$ cat src/rtl/ecc_mem_loader_if.sv
// Byte-stream input and register-file write port of the ECC operand loader.
// The master modport is the loader side; the slave modport is the SPI/register-file side.
interface ecc_mem_loader_if;
    logic        frame_start;
    logic        frame_end;
    logic        rx_valid;
    logic [7:0]  rx_data;
    logic [1:0]  cmd_op;
    logic [5:0]  wr_addr;
    logic [31:0] wr_d;
    logic        wr_en;
    logic        busy;
    logic [5:0]  word_cnt;
    logic        err_partial;
    logic        err_ovf;

    modport master (
        input  frame_start, frame_end, rx_valid, rx_data,
        output cmd_op, wr_addr, wr_d, wr_en, busy, word_cnt, err_partial, err_ovf
    );

    modport slave (
        output frame_start, frame_end, rx_valid, rx_data,
        input  cmd_op, wr_addr, wr_d, wr_en, busy, word_cnt, err_partial, err_ovf
    );
endinterface

$ cat src/rtl/ecc_mem_loader.sv
// Parses SPI CS frames (header byte + big-endian words) into single-cycle writes to the
// ECC operand register file, with address auto-increment and malformed-frame flags.
module ecc_mem_loader #(
    parameter int unsigned MAX_WORDS = 40
) (
    input  logic                  clk,
    input  logic                  rst_n,
    ecc_mem_loader_if.master      bus
);

    localparam logic [5:0] MAX_WORDS_C = 6'(MAX_WORDS);

    typedef enum logic [1:0] {
        S_IDLE   = 2'd0,
        S_HEADER = 2'd1,
        S_DATA   = 2'd2
    } state_e;

    state_e      state_q, state_d;
    logic [1:0]  op_q, op_d;
    logic [5:0]  ptr_q, ptr_d;
    logic [1:0]  byte_cnt_q, byte_cnt_d;
    logic [31:0] shift_q, shift_d;
    logic [5:0]  word_cnt_q, word_cnt_d;
    logic        err_partial_q, err_partial_d;
    logic        err_ovf_q, err_ovf_d;
    logic [1:0]  cmd_op_q, cmd_op_d;
    logic [5:0]  wr_addr_q, wr_addr_d;
    logic [31:0] wr_d_q, wr_d_d;
    logic        wr_en_q, wr_en_d;
    logic        busy_q, busy_d;

    // Next-state and write-port logic; frame_start overrides everything else.
    always_comb begin
        state_d       = state_q;
        op_d          = op_q;
        ptr_d         = ptr_q;
        byte_cnt_d    = byte_cnt_q;
        shift_d       = shift_q;
        word_cnt_d    = word_cnt_q;
        err_partial_d = err_partial_q;
        err_ovf_d     = err_ovf_q;
        cmd_op_d      = cmd_op_q;
        wr_addr_d     = wr_addr_q;
        wr_d_d        = wr_d_q;
        wr_en_d       = 1'b0;

        if (bus.frame_start) begin
            state_d       = S_HEADER;
            byte_cnt_d    = 2'd0;
            word_cnt_d    = 6'd0;
            err_partial_d = 1'b0;
            err_ovf_d     = 1'b0;
        end else begin
            case (state_q)
                S_IDLE: begin
                    state_d = S_IDLE;
                end
                S_HEADER: begin
                    if (bus.rx_valid) begin
                        op_d  = bus.rx_data[7:6];
                        ptr_d = bus.rx_data[5:0];
                    end else begin
                        op_d  = op_q;
                    end
                    if (bus.frame_end) begin
                        state_d = S_IDLE;
                    end else if (bus.rx_valid) begin
                        state_d = S_DATA;
                    end else begin
                        state_d = S_HEADER;
                    end
                end
                S_DATA: begin
                    if (bus.rx_valid) begin
                        shift_d    = {shift_q[23:0], bus.rx_data};
                        byte_cnt_d = byte_cnt_q + 2'd1;
                        if (byte_cnt_q == 2'd3) begin
                            // Word complete: write it unless the frame already hit the limit.
                            if (word_cnt_q < MAX_WORDS_C) begin
                                wr_en_d    = 1'b1;
                                wr_addr_d  = ptr_q;
                                wr_d_d     = shift_d;
                                cmd_op_d   = op_q;
                                ptr_d      = ptr_q + 6'd1;
                                word_cnt_d = word_cnt_q + 6'd1;
                            end else begin
                                err_ovf_d  = 1'b1;
                            end
                        end else begin
                            wr_en_d = 1'b0;
                        end
                    end else begin
                        shift_d = shift_q;
                    end
                    // A same-cycle byte is counted before judging the frame end.
                    if (bus.frame_end) begin
                        state_d = S_IDLE;
                        if (byte_cnt_d != 2'd0) begin
                            err_partial_d = 1'b1;
                        end else begin
                            err_partial_d = err_partial_q;
                        end
                    end else begin
                        state_d = S_DATA;
                    end
                end
                default: begin
                    state_d = S_IDLE;
                end
            endcase
        end

        busy_d = (state_d != S_IDLE);
    end

    // State and output registers.
    always_ff @(posedge clk or negedge rst_n) begin
        if (!rst_n) begin
            state_q       <= S_IDLE;
            op_q          <= 2'd0;
            ptr_q         <= 6'd0;
            byte_cnt_q    <= 2'd0;
            shift_q       <= 32'd0;
            word_cnt_q    <= 6'd0;
            err_partial_q <= 1'b0;
            err_ovf_q     <= 1'b0;
            cmd_op_q      <= 2'd0;
            wr_addr_q     <= 6'd0;
            wr_d_q        <= 32'd0;
            wr_en_q       <= 1'b0;
            busy_q        <= 1'b0;
        end else begin
            state_q       <= state_d;
            op_q          <= op_d;
            ptr_q         <= ptr_d;
            byte_cnt_q    <= byte_cnt_d;
            shift_q       <= shift_d;
            word_cnt_q    <= word_cnt_d;
            err_partial_q <= err_partial_d;
            err_ovf_q     <= err_ovf_d;
            cmd_op_q      <= cmd_op_d;
            wr_addr_q     <= wr_addr_d;
            wr_d_q        <= wr_d_d;
            wr_en_q       <= wr_en_d;
            busy_q        <= busy_d;
        end
    end

    assign bus.cmd_op      = cmd_op_q;
    assign bus.wr_addr     = wr_addr_q;
    assign bus.wr_d        = wr_d_q;
    assign bus.wr_en       = wr_en_q;
    assign bus.busy        = busy_q;
    assign bus.word_cnt    = word_cnt_q;
    assign bus.err_partial = err_partial_q;
    assign bus.err_ovf     = err_ovf_q;

endmodule
$ cat src/flat_wrapper.sv
// flat-port wrapper written by rule: the top's interface ports become plain ports
module ecc_mem_loader_flat 
#(
    parameter int unsigned MAX_WORDS = 40
)
  (clk, rst_n, bus_frame_start, bus_frame_end, bus_rx_valid, bus_rx_data, bus_cmd_op, bus_wr_addr, bus_wr_d, bus_wr_en, bus_busy, bus_word_cnt, bus_err_partial, bus_err_ovf);
  ecc_mem_loader_if bus_i ();
  input  logic clk;
  input  logic rst_n;
  input wire logic [$bits(bus_i.frame_start)-1:0] bus_frame_start;
  input wire logic [$bits(bus_i.frame_end)-1:0] bus_frame_end;
  input wire logic [$bits(bus_i.rx_valid)-1:0] bus_rx_valid;
  input wire logic [$bits(bus_i.rx_data)-1:0] bus_rx_data;
  output wire logic [$bits(bus_i.cmd_op)-1:0] bus_cmd_op;
  output wire logic [$bits(bus_i.wr_addr)-1:0] bus_wr_addr;
  output wire logic [$bits(bus_i.wr_d)-1:0] bus_wr_d;
  output wire logic [$bits(bus_i.wr_en)-1:0] bus_wr_en;
  output wire logic [$bits(bus_i.busy)-1:0] bus_busy;
  output wire logic [$bits(bus_i.word_cnt)-1:0] bus_word_cnt;
  output wire logic [$bits(bus_i.err_partial)-1:0] bus_err_partial;
  output wire logic [$bits(bus_i.err_ovf)-1:0] bus_err_ovf;
  assign bus_i.frame_start = bus_frame_start;
  assign bus_i.frame_end = bus_frame_end;
  assign bus_i.rx_valid = bus_rx_valid;
  assign bus_i.rx_data = bus_rx_data;
  assign bus_cmd_op = bus_i.cmd_op;
  assign bus_wr_addr = bus_i.wr_addr;
  assign bus_wr_d = bus_i.wr_d;
  assign bus_wr_en = bus_i.wr_en;
  assign bus_busy = bus_i.busy;
  assign bus_word_cnt = bus_i.word_cnt;
  assign bus_err_partial = bus_i.err_partial;
  assign bus_err_ovf = bus_i.err_ovf;
  ecc_mem_loader #(.MAX_WORDS(MAX_WORDS)) u_core (.clk(clk), .rst_n(rst_n), .bus(bus_i));
endmodule
$ cat config.mk
export PLATFORM = sky130hd
export DESIGN_NAME = ecc_mem_loader_flat
export DESIGN_NICKNAME = d
export VERILOG_FILES = /design/src/rtl/ecc_mem_loader_if.sv /design/src/rtl/ecc_mem_loader.sv /design/src/flat_wrapper.sv
export SDC_FILE = /design/constraint.sdc
export NUM_CORES = 1
export LEC_CHECK = 0
export ABC_AREA = 1
export BUFFER_PORTS_ARGS = -buffer_cell sky130_fd_sc_hd__buf_2
export CAP_MARGIN = 25
export CELL_PAD_IN_SITES_DETAIL_PLACEMENT = 1
export CELL_PAD_IN_SITES_GLOBAL_PLACEMENT = 2
export CORE_MARGIN = 2
export CORE_UTILIZATION = 35
export CTS_BUF_LIST = sky130_fd_sc_hd__clkbuf_8
export DETAILED_ROUTE_END_ITERATION = 8
export GPL_TIMING_DRIVEN = 0
export HOLD_SLACK_MARGIN = 0.03
export PLACE_DENSITY = 0.83
export SLEW_MARGIN = 10
export SYNTH_ARGS = -nofsm -noshare
export SYNTH_HDL_FRONTEND = slang
export SYNTH_SLANG_ARGS = --single-unit
$ cat constraint.sdc
create_clock -name clk -period 2.05 [get_ports clk]
set_input_delay 0.41 -clock clk [delete_from_list [all_inputs] [get_ports clk]]
set_output_delay 0.41 -clock clk [all_outputs]
set_load 0.05 [all_outputs]
==> results by group <==
Synthesis
  • Synth area leaders: dfrtp_1, nand2_1, o21ai_0, o21a_1, inv_1
  • Synthesized area: 3620 µm²
  • Area leader, netlist: dfrtp_1
  • Syn Nets: slightly above 400
  • Synth Area per Inst: 9.33 µm²
  • Count of cell types in the netlist: 25
  • Synth warnings: 0
  • Synth top area share: 59.5%
  • Flops & latches, synth: 86
  • Mapped Cells: 388
  • Sequential share of the synthesized area: 59.5%

Final layout
  • Final cell count without fillers: between 600 and 700
  • Area delta synth->final: 19.9%
  • Register Area: 2150 µm²
  • Filler Cell Count: roughly 1200
  • Commonest non-fill, non-tap cell in the layout: nand2_1
  • Final #Nets: 481
  • Area taken by multi-input logic gates: 1250 µm²
  • Antenna diodes: 0
  • Layout cells sized above 1: 19.5%
  • Commonest cells after routing, fill and taps aside: nand2_1, dfrtp_1, buf_2
  • Design area: 4340 µm²

Die
  • Die ar.: 11200 µm²
  • Chip height: ~110 µm
  • IO Count: 63
  • Initial Utilization: between 30% and 40%
  • Row cnt: 37
  • Die width: approximately 110 µm
  • Core footprint: 10200 µm²

Clocking
  • TritonCTS buffer count: 9
  • Sink Count: between 80 and 90
  • Bufs on Longest Clock Path: 2
  • Post-CTS Resized: 0
  • CTS clk-pin slew, worst paths: 0.08 ns
  • TritonCTS clock tree: built
  • # H-tree levels: 3
  • Root buffer cell: clkbuf_8
  • Skew-Pair Late Insertion Delay: roughly 0.37 ns

Setup path
  • Critical Path Slowest Stage Cell: dfrtp_1
  • CP startpoint kind: flip-flop
  • Family with the most delay on the worst path: simple AND/OR/NAND/NOR gates
  • Reg-to-Reg Start: u_core.state_q[0]$_DFF_PN0_
  • Crit Path Max Fanout: 8
  • Crit. End Element: flip-flop
  • Worst-path cell chain: inv_1, ha_1, nand2_1, nor2_4, nand2_4, a21oi_4, inv_1, nand2_1, nand2_1
  • Worst path arrival time: roughly 2.1 ns
  • Crit path kind: flip-flop to flip-flop
  • FF-to-FF path depth: 9
  • CP most frequent cell: nand2_1
  • Reg-to-reg slack, setup: around 0.23 ns
  • Crit-path max cell delay: 0.38 ns
  • Reg2reg end: u_core.ptr_q[5]$_DFFE_PN0P_
  • Required time of the critical path: 2.31 ns
  • Buf+Inv Stages, Crit Path: 2

Hold path
  • Hold Path Class: input port to flip-flop
  • Hold Path Origin: bus_rx_data[0]
  • Hold Path Sink: u_core.bus.wr_d[0]$_DFFE_PN0P_
  • WHS Path Cells: 3

Timing
  • Max-slew violations: 0
  • Post-route setup TNS: 0 ns
  • Final setup violation count: 0
  • RSZ-0062 raised after global routing: no
  • Clk_skew: 0.0115 ns
  • Final hold violation count: 0
  • Worst Tran Pin Value: between 0.5 and 0.6 ns
  • Slew HR: between 60 and 70%
  • Fmax: around 550 MHz
  • Final period util: 89.0%
  • Fin crit period: 1.82 ns

GRT
  • GRT Total Usage: 17.7%
  • Largest net degree at the start of global routing: 64
  • Global-route wire length before repair: 15200 µm
  • Vias in the first global route: 3039
  • Total global routing overflow: 0
  • Initial antenna violation count: 0

Routing
  • DRC viols: 0
  • Via density: about 4.8
  • DR vias: 2861
  • Initial DRC count: between 90 and 100
  • Wire per inst: roughly 15 µm
  • DRT antenna net count: 0
  • First-pass detailed-route iteration total: 4
  • Final Routed Wirelength: 9130 µm

Pwr
  • Power after layout: around 3400 µW
  • Leakage Power: 0.00236 µW
  • Power Density: just under 800 nW/µm²
  • Maximum vdd drop: 292 µV

Job
  • Max-Cap Viols: 0

Place
  • Placed Instances: 587
  • Post-DP HPWL: 6640 µm
  • DP Area: 4130 µm²
  • Buffers on Ports: 62
  • RD Place Congestion: 0.782

Outcome
  • Status: completed
## per-layer routing
layer,vias up,global-route usage (%),share of wire (%)
met5,-,0,0
met3,13,3.28,3.9
li1,1394,-,-
met4,0,8.46,2.1
met2,54,27.8,46
met1,1400,23.6,48
## sequential cells by signal, indices dropped and copies added, names as in the netlist
name	count
u_core.bus.busy	1
u_core.bus.cmd_op	2
u_core.bus.err_ovf	1
u_core.bus.err_partial	1
u_core.bus.word_cnt	6
u_core.bus.wr_addr	6
u_core.bus.wr_d	32
u_core.bus.wr_en	1
u_core.byte_cnt_q	2
u_core.op_q	2
u_core.ptr_q	6
u_core.shift_q	24
u_core.state_q	2
## per-stage QoR
stage / worst slack (ns) / util (%) / hold WS, ns
2_1_floorplan: 0.444 / - / 0.114
3_3_place_gp: -0.219 / 40.3 / 0.462
3_5_place_dp: 0.230 / 40.6 / 0.338
4_1_cts: 0.213 / 42.6 / 0.319
5_1_grt: 0.0560 / 42.6 / 0.338
6_report: 0.226 / 42.6 / 0.328
## Yosys cell counts
| cell | instances |
|---|---|
| nand3_1 | 16 |
| nand4_1 | 2 |
| a21oi_1 | 12 |
| nor2_8 | 1 |
| or2_2 | 3 |
| o21bai_1 | 1 |
| nand2_4 | 1 |
| inv_1 | 33 |
| xnor2_1 | 1 |
| nor2_4 | 1 |
| a21oi_4 | 1 |
| o21a_1 | 22 |
| o22ai_1 | 1 |
| nor2_1 | 18 |
| clkbuf_1 | 9 |
| nor3_1 | 2 |
| dfrtp_1 | 86 |
| xor2_1 | 2 |
| o21ai_0 | 47 |
| buf_6 | 2 |
| o21ai_1 | 1 |
| ha_1 | 5 |
| buf_4 | 4 |
| nand2_1 | 115 |
| buf_2 | 2 |
## area by class of cell
cell class | instances | share of cell area [%]
tap | 136 | 3.92
inverter | 33 | 2.85
sequential | 86 | 49.6
timing repair buffer | 64 | 8.07
clock inverter | 5 | 1.79
clock buffer | 9 | 2.85
multi-input combinational | 252 | 28.7
buffer | 17 | 2.22
## kinds of logic (layout without fill, tap and decap cells)
kind of cell / Yosys count / after routing / synth area share (%)
compound gates: 85 / 85 / 13.7
xor+xnor: 3 / 3 / 0.726
fa+ha+maj: 5 / 5 / 1.73
buf+inv: 50 / 128 / 6.08
flops: 86 / 86 / 59.5
simple gates: 159 / 159 / 18.3
## worst max-delay path by stage
stage | from | endpoint | cells past startpoint | slack, ns
floorplan | u_core.bus.word_cnt[3]$_DFFE_PN0P_ | u_core.bus.wr_d[17]$_DFFE_PN0P_ | 6 | 0.44
global route | u_core.state_q[0]$_DFF_PN0_ | u_core.bus.wr_d[0]$_DFFE_PN0P_ | 8 | 0.06
CTS | u_core.state_q[0]$_DFF_PN0_ | u_core.ptr_q[5]$_DFFE_PN0P_ | 9 | 0.21
finish | u_core.state_q[0]$_DFF_PN0_ | u_core.ptr_q[5]$_DFFE_PN0P_ | 9 | 0.23
detailed placement | u_core.state_q[0]$_DFF_PN0_ | u_core.shift_q[4]$_DFFE_PN0P_ | 6 | 0.23
global placement | rst_n | u_core.bus.wr_addr[5]$_DFFE_PN0P_ | 1 | -0.22
## where the power goes
group	internal [µW]	switching, µW	leakage [µW]	total (µW)
Combinational	88.1	182	0.00112	270
Sequential	1790	69.2	0.00114	1860
Clock	669	598	0.000106	1270
## worst reg2reg max path, cell delays in order, from the launching register on
cell     delay (ns)
dfrtp_1        0.38
inv_1          0.06
ha_1           0.24
nand2_1        0.13
nor2_4         0.15
nand2_4        0.13
a21oi_4        0.31
inv_1          0.17
nand2_1        0.10
nand2_1        0.06
## repair_timing
action / CTS / global route
hold endpoints to repair: 23 / 0
buffers inserted: 0 / 0
hold buffers: 1 / 0
Power figures use the tool's default switching activity.
